$ cat config.mk
export PLATFORM = sky130hd
export DESIGN_NAME = secuenciador_cs_campos
export DESIGN_NICKNAME = d
export VERILOG_FILES = /design/src/rtl/secuenciador_cs_campos.sv
export SDC_FILE = /design/constraint.sdc
export NUM_CORES = 1
export LEC_CHECK = 0
export BUFFER_PORTS_ARGS = -buffer_cell sky130_fd_sc_hd__buf_2
export CAP_MARGIN = 10
export CORE_ASPECT_RATIO = 0.75
export CORE_MARGIN = 2
export CORE_UTILIZATION = 53
export CTS_CLUSTER_DIAMETER = 120
export DETAILED_ROUTE_END_ITERATION = 6
export PLACE_DENSITY = 0.81
export SYNTH_ARGS = -nofsm -noshare
export SYNTH_HDL_FRONTEND = slang
export SYNTH_SLANG_ARGS = --single-unit
$ cat constraint.sdc
create_clock -name clk -period 3.4 [get_ports clk]
set_clock_uncertainty 0.05 [all_clocks]
set_input_delay 0 -clock clk [delete_from_list [all_inputs] [get_ports clk]]
set_output_delay 0 -clock clk [all_outputs]
set_load 0.1 [all_outputs]
$ cat src/rtl/secuenciador_cs_campos.sv
// Registered chip-select sequencer: selects one field of one register group at a
// time, steps fields with next/previous pulses, and locks out after an idle timeout.
module secuenciador_cs_campos #(
  parameter int unsigned N_GRUPOS       = 3,
  parameter int unsigned N_CAMPOS       = 3,
  parameter int unsigned TIMEOUT_CICLOS = 100000000,
  localparam int unsigned WF  = $clog2(N_GRUPOS + 1),
  localparam int unsigned WC  = (N_CAMPOS > 2) ? $clog2(N_CAMPOS) : 1,
  localparam int unsigned NCS = N_GRUPOS * N_CAMPOS
) (
  input  logic           clk,
  input  logic           reset,
  input  logic [WF-1:0]  funcion_conf,
  input  logic           btn_sig,
  input  logic           btn_ant,
  input  logic           actividad,
  output logic [NCS-1:0] cs,
  output logic [WF-1:0]  grupo_activo,
  output logic [WC-1:0]  campo_activo,
  output logic           config_activa,
  output logic           fin_config
);

  localparam int unsigned WT = (TIMEOUT_CICLOS > 2) ? $clog2(TIMEOUT_CICLOS) : 1;

  typedef enum logic [1:0] {
    REPOSO  = 2'd0,
    EDITA   = 2'd1,
    BLOQUEO = 2'd2
  } estado_t;

  estado_t        r_estado, w_estado_next;
  logic [WF-1:0]  r_grupo, w_grupo_next;
  logic [WC-1:0]  r_campo, w_campo_next;
  logic [WT-1:0]  r_cnt, w_cnt_next;
  logic [NCS-1:0] r_cs, w_cs_next;
  logic           r_config, r_fin, w_fin_next;
  logic           w_valido, w_evento;

  // Next state, next field/group and idle counter, with exits ranked by priority
  always_comb begin
    w_estado_next = r_estado;
    w_grupo_next  = r_grupo;
    w_campo_next  = r_campo;
    w_cnt_next    = r_cnt;
    w_fin_next    = 1'b0;
    w_cs_next     = '0;
    w_valido      = (funcion_conf != '0) && (funcion_conf <= WF'(N_GRUPOS));
    w_evento      = btn_sig | btn_ant | actividad;

    case (r_estado)
      REPOSO: begin
        if (w_valido) begin
          w_estado_next = EDITA;
          w_grupo_next  = funcion_conf;
          w_campo_next  = '0;
          w_cnt_next    = '0;
        end
      end
      EDITA: begin
        if (!w_valido) begin
          w_estado_next = REPOSO;
          w_fin_next    = 1'b1;
          w_grupo_next  = '0;
          w_campo_next  = '0;
          w_cnt_next    = '0;
        end else if ((r_cnt == WT'(TIMEOUT_CICLOS - 1)) && !w_evento) begin
          w_estado_next = BLOQUEO;
          w_fin_next    = 1'b1;
          w_grupo_next  = '0;
          w_campo_next  = '0;
          w_cnt_next    = '0;
        end else if (funcion_conf != r_grupo) begin
          w_grupo_next  = funcion_conf;
          w_campo_next  = '0;
          w_cnt_next    = '0;
        end else begin
          if (btn_sig && !btn_ant) begin
            w_campo_next = (r_campo == WC'(N_CAMPOS - 1)) ? '0 : r_campo + WC'(1);
          end else if (btn_ant && !btn_sig) begin
            w_campo_next = (r_campo == '0) ? WC'(N_CAMPOS - 1) : r_campo - WC'(1);
          end
          if (w_evento) begin
            w_cnt_next = '0;
          end else if (r_cnt != '1) begin
            w_cnt_next = r_cnt + WT'(1);
          end
        end
      end
      BLOQUEO: begin
        if (!w_valido) begin
          w_estado_next = REPOSO;
        end
      end
      default: begin
        w_estado_next = REPOSO;
        w_grupo_next  = '0;
        w_campo_next  = '0;
        w_cnt_next    = '0;
      end
    endcase

    // Chip select decoded from the next group/field so it lands in the same edge
    if (w_estado_next == EDITA) begin
      w_cs_next = NCS'(1) << ((32'(w_grupo_next) - 32'd1) * N_CAMPOS + 32'(w_campo_next));
    end
  end

  always_ff @(posedge clk) begin
    if (reset) begin
      r_estado <= REPOSO;
      r_grupo  <= '0;
      r_campo  <= '0;
      r_cnt    <= '0;
      r_cs     <= '0;
      r_config <= 1'b0;
      r_fin    <= 1'b0;
    end else begin
      r_estado <= w_estado_next;
      r_grupo  <= w_grupo_next;
      r_campo  <= w_campo_next;
      r_cnt    <= w_cnt_next;
      r_cs     <= w_cs_next;
      r_config <= (w_estado_next == EDITA);
      r_fin    <= w_fin_next;
    end
  end

  assign cs            = r_cs;
  assign grupo_activo  = r_grupo;
  assign campo_activo  = r_campo;
  assign config_activa = r_config;
  assign fin_config    = r_fin;

endmodule

Word level (Yosys, flattened, before mapping). Index checks and enable logic that the tools add are counted.

$add $sub $neg: 5. $mul: 1. Order comparisons: 1. Eq/ne operators: 9. Shifts and indexed selects: 1. Mux-type cells: 28. Bitwise gates (word level): 5. Reductions and logical operators: 13.

Operator list (number): two-way mux 27 bit (6); one-hot mux 27 bit (3 select lines) (1); two-way mux 2 bit (16); << shifter 1 x 32 -> 9 bit (first input constant) (1); adder 27 x 1 -> 27 bit (second input constant) (1); equality test 27 bit (second input constant) (1); inequality test 27 bit (second input constant) (1); one-hot mux 2 bit (3 select lines) (3); adder 6 x 3 -> 7 bit (1); multiplier 3 x 3 -> 6 bit (second input constant) (1); inequality test 6 bit (second input constant) (1); equality test 2 x 1 -> 1 bit (second input constant) (2); equality test 2 bit (second input constant) (2); logical AND 1 bit (4); zero test 2 bit (2); OR reduction 2 bit (2); zero test 1 bit (3); NOT 1 bit (3); AND reduction 3 bit (1); subtractor 2 x 1 -> 3 bit (second input constant) (1); adder 2 x 1 -> 2 bit (second input constant) (1); less-or-equal comparator 2 bit (second input constant) (1); two-way mux 1 bit (2); inequality test 2 bit (1); other kinds (4) (5).

Bits in registers: 44. Output and inout port bits: 15. Logic and storage cells: 70.

Depth between registers and ports, before layout.
Word-level depth: 11. Gate-level depth with buffers: 16.

Worst setup path before layout. No wires, ideal clock.

Path type: reg-to-reg. From: reg r_grupo[0], in the netlist grupo_activo[0]. To: reg r_cs[2], in the netlist cs[2]. Setup time: 0.092 ns. Arrival: 3.545 ns. Required time: 3.258 ns. Path slack: -0.287 ns. Cell stages (with the launch flop): 11. Buffers on the path: 0. Period minus slack after synthesis: 3.687 ns. Cell sequence: dfxtp_1 > nor4bb_1 > a22oi_1 > or2_2 > o22ai_1 > ha_1 > ha_1 > fa_1 > xor2_1 > or3_1 > nor4_1.

Elaborated cells between the ends (all ways): 14. Classes of those cells: add/sub: 2; mul: 1; eq/ne: 1; shift: 1; mux: 9.

RTL lines: from (decl) (RTL line 33) `logic [WF-1:0] r_grupo, w_grupo_next;`; from (signal assigned) (RTL line 120) `r_grupo <= w_grupo_next;`; inequality test 2 bit (RTL line 73) `end else if (funcion_conf != r_grupo) begin`; two-way mux 2 bit (RTL line 73); two-way mux 2 bit (RTL line 67) `end else if ((r_cnt == WT'(TIMEOUT_CICLOS - 1)) && !w_evento) begin`; two-way mux 2 bit (RTL line 61) `if (!w_valido) begin`; one-hot mux 2 bit (3 select lines) (RTL line 51) `case (r_estado)`; named net w_campo_next[1] (RTL line 34) `logic [WC-1:0] r_campo, w_campo_next;`; adder 6 x 3 -> 7 bit (RTL line 105) `w_cs_next = NCS'(1) << ((32'(w_grupo_next) - 32'd1) * N_CAMPOS + 32'(w_campo_next));`; << shifter 1 x 32 -> 9 bit (RTL line 105); to (signal assigned) (RTL line 123) `r_cs <= w_cs_next;`; to (decl) (RTL line 36) `logic [NCS-1:0] r_cs, w_cs_next;`.

The timed path passes the listed nets, and every way through them passes these cells. A chain may end at the register's enable or synchronous reset.

Worst setup path in the final report.
From: reg r_cnt[25]. To: reg r_cs[1], in the netlist cs[1].

Elaborated cells between the ends (all ways): 18. Classes of those cells: add/sub: 2; mul: 1; eq/ne: 2; shift: 1; mux: 9; bitwise: 1; reduce/logical: 2.

RTL lines: from (decl) (RTL line 35) `logic [WT-1:0] r_cnt, w_cnt_next;`; from (signal assigned) (RTL line 122) `r_cnt <= w_cnt_next;`; equality test 27 bit (RTL line 67); logical AND 1 bit (RTL line 67); two-way mux 2 bit (RTL line 67); two-way mux 2 bit (RTL line 61); one-hot mux 2 bit (3 select lines) (RTL line 51); named net w_campo_next[1] (RTL line 34); adder 6 x 3 -> 7 bit (RTL line 105); << shifter 1 x 32 -> 9 bit (RTL line 105).

The timed path passes the listed nets, and every way through them passes these cells.

==> flow_summary_export.csv <==
group,metric,value,unit
power,combPwrFrac,11.4,%
routing,drc_errors,0,
global_routing,grt_max_degree,17,
cells_and_area,multi_input_area,1480,µm²
yosys,ys_seq_area_share,36.9,%
floorplanning,rows,21,
routing,drt_iter0_markers,284,
floorplanning,dieArea,5060,µm²
yosys,synthFlopType,"dfxtp_1",
yosys,synth.distinct_cells,53,
power,p_per_area,372,nW/µm²
yosys,synth_area,2390,µm²
global_routing,use_met2,34.8,%
power,power.share.sequential,49.9,%
global_routing,met1_usage,36.4,%
global_routing,grt_pass1_wl,9.83,mm
power,p_leak,1.12,nW
sta,final-hold-violation-count,0,
min_path,min_delay_path_depth,4,
power,swShare,26.8,%
global_routing,grt.overflow.total,0,
setup_path,crit_path_max_fanout,4,
clock_tree,clk_latency,0.31,ns
yosys,syn-num-nets,309,
setup_path,rr_worst_depth,12,
routing,vias,2357,
yosys,yosys_warnings,0,
clock_tree,numCtsBuffers,5,
cells_and_area,design_area,2830,µm²
yosys,syn-instance-count,290,
floorplanning,ioPinCount,22,
sta,tightest_slew,0.769,ns
sta,setup_viol,0,
yosys,yosysTopAreaCellShare,36.9,%
sta,hold_slack,0.0687,ns
routing,drtAntennaViolNets,0,
routing,dr.pass1.iters,5,
setup_path,rr_startpoint,"r_cnt[25]",
yosys,yosys-top-cells-area,"dfxtp_1 37%, ha_1 5.8%, nand2_1 3.6%",
cells_and_area,seq_area,895,µm²
yosys,syn_area_per_cell,8.23,µm²
setup_path,crit_chain,"nor4b_2, nand4_1, nor4bb_4, buf_4, or2_4, o22ai_2, ha_1, ha_2, fa_2, xor2_2, or3_4, nor3_1",
setup_path,worst_setup_path_end_kind,"flip-flop",
clock_tree,clock_tree.root_cell,"clkbuf_8",
sta,post-route-period-util,97.6,%
place,dp_hpwl,4.18,mm
global_routing,met3_usage,8.43,%
global_routing,grt_antenna_before_repair,0,
clock_tree,htreeDepth,2,
routing,totalWireLength,6.09,mm
sta,finalMaxSlewViolations,0,
sta,period_needed,3.32,ns
setup_path,r2r_end,"cs[1]",
clock_tree,cts.sinks,44,
setup_path,slowest_stage,"fa_2",
yosys,synth.most_common_cell,"dfxtp_1",
power,clockPowerShare,38.7,%
min_path,hold_path_startpoint,"funcion_conf[1]",
floorplanning,start_util,54.4,%
min_path,hp-class,"in2reg",
place,gp_congestion,0.959,
sta,rsz0062_at_grt,"true",
yosys,synthArstFlopShare,0,%
power,p_sw,282,µW
clock_tree,cts_tree,"yes",
place,placed_cell_area,2610,µm²
routing,viasPerCell,6.17,
clock_tree,clk_pin_slew,0.09,ns
yosys,netlist.top_cell.by_area,"dfxtp_1",
routing,wl_per_cell,16.0,µm
status,status,"completed",
global_routing,busiest_layer,"met1",
global_routing,grt_usage,25.1,%
yosys,synth-seq-cells,44,
place,portBuffers,21,
cells_and_area,fill_cells,367,
floorplanning,fp.dieH,62.1,µm
cells_and_area,diodes,0,
setup_path,critPathMaxStageDelay,0.42,ns
setup_path,reg2reg_slack,0.08,ns
power,internal_power,770,µW
cells_and_area,syn_to_final_growth,18.3,%
cells_and_area,nNetsFinal,343,
clock_tree,clockBufferDepth,2,
min_path,holdPathEnd,"fin_config",
job,maxCapViolations,0,
setup_path,cp.required,3.58,ns
sta,fmax,302,MHz
cells_and_area,fin_util,64.4,%
floorplanning,core_area,4390,µm²
global_routing,grt_pass1_vias,2094,
power,ir_drop,0.000228,V
setup_path,arrival,3.49,ns
yosys,synth_edf_count,0,
setup_path,cp-start-kind,"flip-flop",
yosys,synth_common_cells,"44 x dfxtp_1, 23 x nand2_1, 19 x nor2_1",
cells_and_area,drive_gt1_share,22.8,%
setup_path,path_class,"reg2reg",
sta,relSlewSlack,48.2,%
floorplanning,fp.dieW,81.5,µm
-- layer usage --
metal	part of all wire, %	routed length [µm]	vias to the layer above
met5	0	0	-
met4	1.7	101	0
met3	9.0	550	19
met2	43	2620	107
met1	46	2820	1100
li1	-	-	1131
-- worst max-delay path: cells and delay by family, from the launching register on --
family,cells,cell delay (ns)
adders and majority gates,3,0.95
xor gates and xnor gates,1,0.19
AOI/OAI and AO/OA,1,0.09
DFF,1,0.35
and+or+nand+nor,6,1.44
buffers and inverters,1,0.17
-- worst max-delay path by stage --
stage               depth (start not counted)  slack [ns]       from  endpoint
global placement                           13        0.04   r_cnt[0]     cs[2]
CTS                                        13        0.03   r_cnt[0]     cs[2]
floorplan                                  14        0.03   r_cnt[0]     cs[2]
detailed placement                         13       -0.07   r_cnt[0]     cs[2]
global route                               14       -0.03   r_cnt[1]     cs[3]
finish                                     12        0.08  r_cnt[25]     cs[1]
-- area by class of cell --
cell class,instances,share of cell area (%)
Multi-Input combinational cell,223,52.5
Tap cell,57,2.52
Sequential cell,44,31.7
Clock inverter,3,1.51
Clock buffer,5,2.44
Inverter,16,2.13
Timing Repair Buffer,34,7.26
-- stage by stage --
| step | TNS, ns | std cells | setup WS (ns) | power, mW |
|---|---|---|---|---|
| 2_1_floorplan | 0 | 290 | 0.0281 | 0.626 |
| 3_3_place_gp | 0 | 372 | 0.0436 | 0.649 |
| 3_5_place_dp | -0.161 | 372 | -0.0702 | 0.650 |
| 4_1_cts | 0 | 382 | 0.0293 | 1.05 |
| 5_1_grt | -0.0526 | 382 | -0.0283 | 1.10 |
| 6_report | 0 | 382 | 0.0833 | 1.05 |
-- sequential cells by signal (all words and copies together) (netlist names) --
signal,cells
campo_activo,2
config_activa,1
cs,9
fin_config,1
grupo_activo,2
r_cnt,27
r_estado,2
-- power by group through the flow --
stage / clock, mW / sequential, mW / combinational, mW
2_1_floorplan: 0 / 0.576 / 0.0493
3_3_place_gp: 0 / 0.537 / 0.112
3_5_place_dp: 0 / 0.537 / 0.113
4_1_cts: 0.412 / 0.525 / 0.118
5_1_grt: 0.441 / 0.525 / 0.130
6_report: 0.407 / 0.524 / 0.120
-- cells by family after synthesis --
logic type	Yosys count	share of synthesized area (%)
xor gates and xnor gates	3	1.10
AOI/OAI and AO/OA	64	16.9
DFF	44	36.9
and+or+nand+nor	141	32.8
adders and majority gates	12	6.60
muxes	3	1.36
buffers and inverters	23	4.40
-- layout by cell type, fill, tap and decap left out, types with 3 or more instances in the layout --
master | synthesis | layout
or2_2 | 5 | 4
nor2_1 | 19 | 18
o21ai_0 | 17 | 17
buf_4 | 0 | 12
nor4_1 | 9 | 8
nand3b_1 | 3 | 3
nand3_1 | 16 | 15
and3_1 | 5 | 5
nor3_1 | 15 | 14
buf_2 | 3 | 21
clkbuf_8 | 0 | 5
nand2_1 | 23 | 22
dfxtp_1 | 44 | 35
a21oi_1 | 16 | 16
nor2b_1 | 6 | 6
or3_1 | 9 | 8
a21o_1 | 9 | 9
inv_1 | 16 | 16
ha_1 | 11 | 9
nand4_1 | 8 | 8
dfxtp_2 | 0 | 8
nand2b_1 | 7 | 7
-- timing repair --
| item | in CTS | in global routing |
|---|---|---|
| hold buffers | 1 | 0 |
| hold endpoints to repair | 4 | 0 |
| gates resized for setup | 6 | 16 |
| pin swaps | 2 | 9 |
| buffers inserted | 1 | 0 |
| cloned | 0 | 0 |
| setup endpoints to repair | 3 | 8 |
Power figures use the tool's default switching activity.
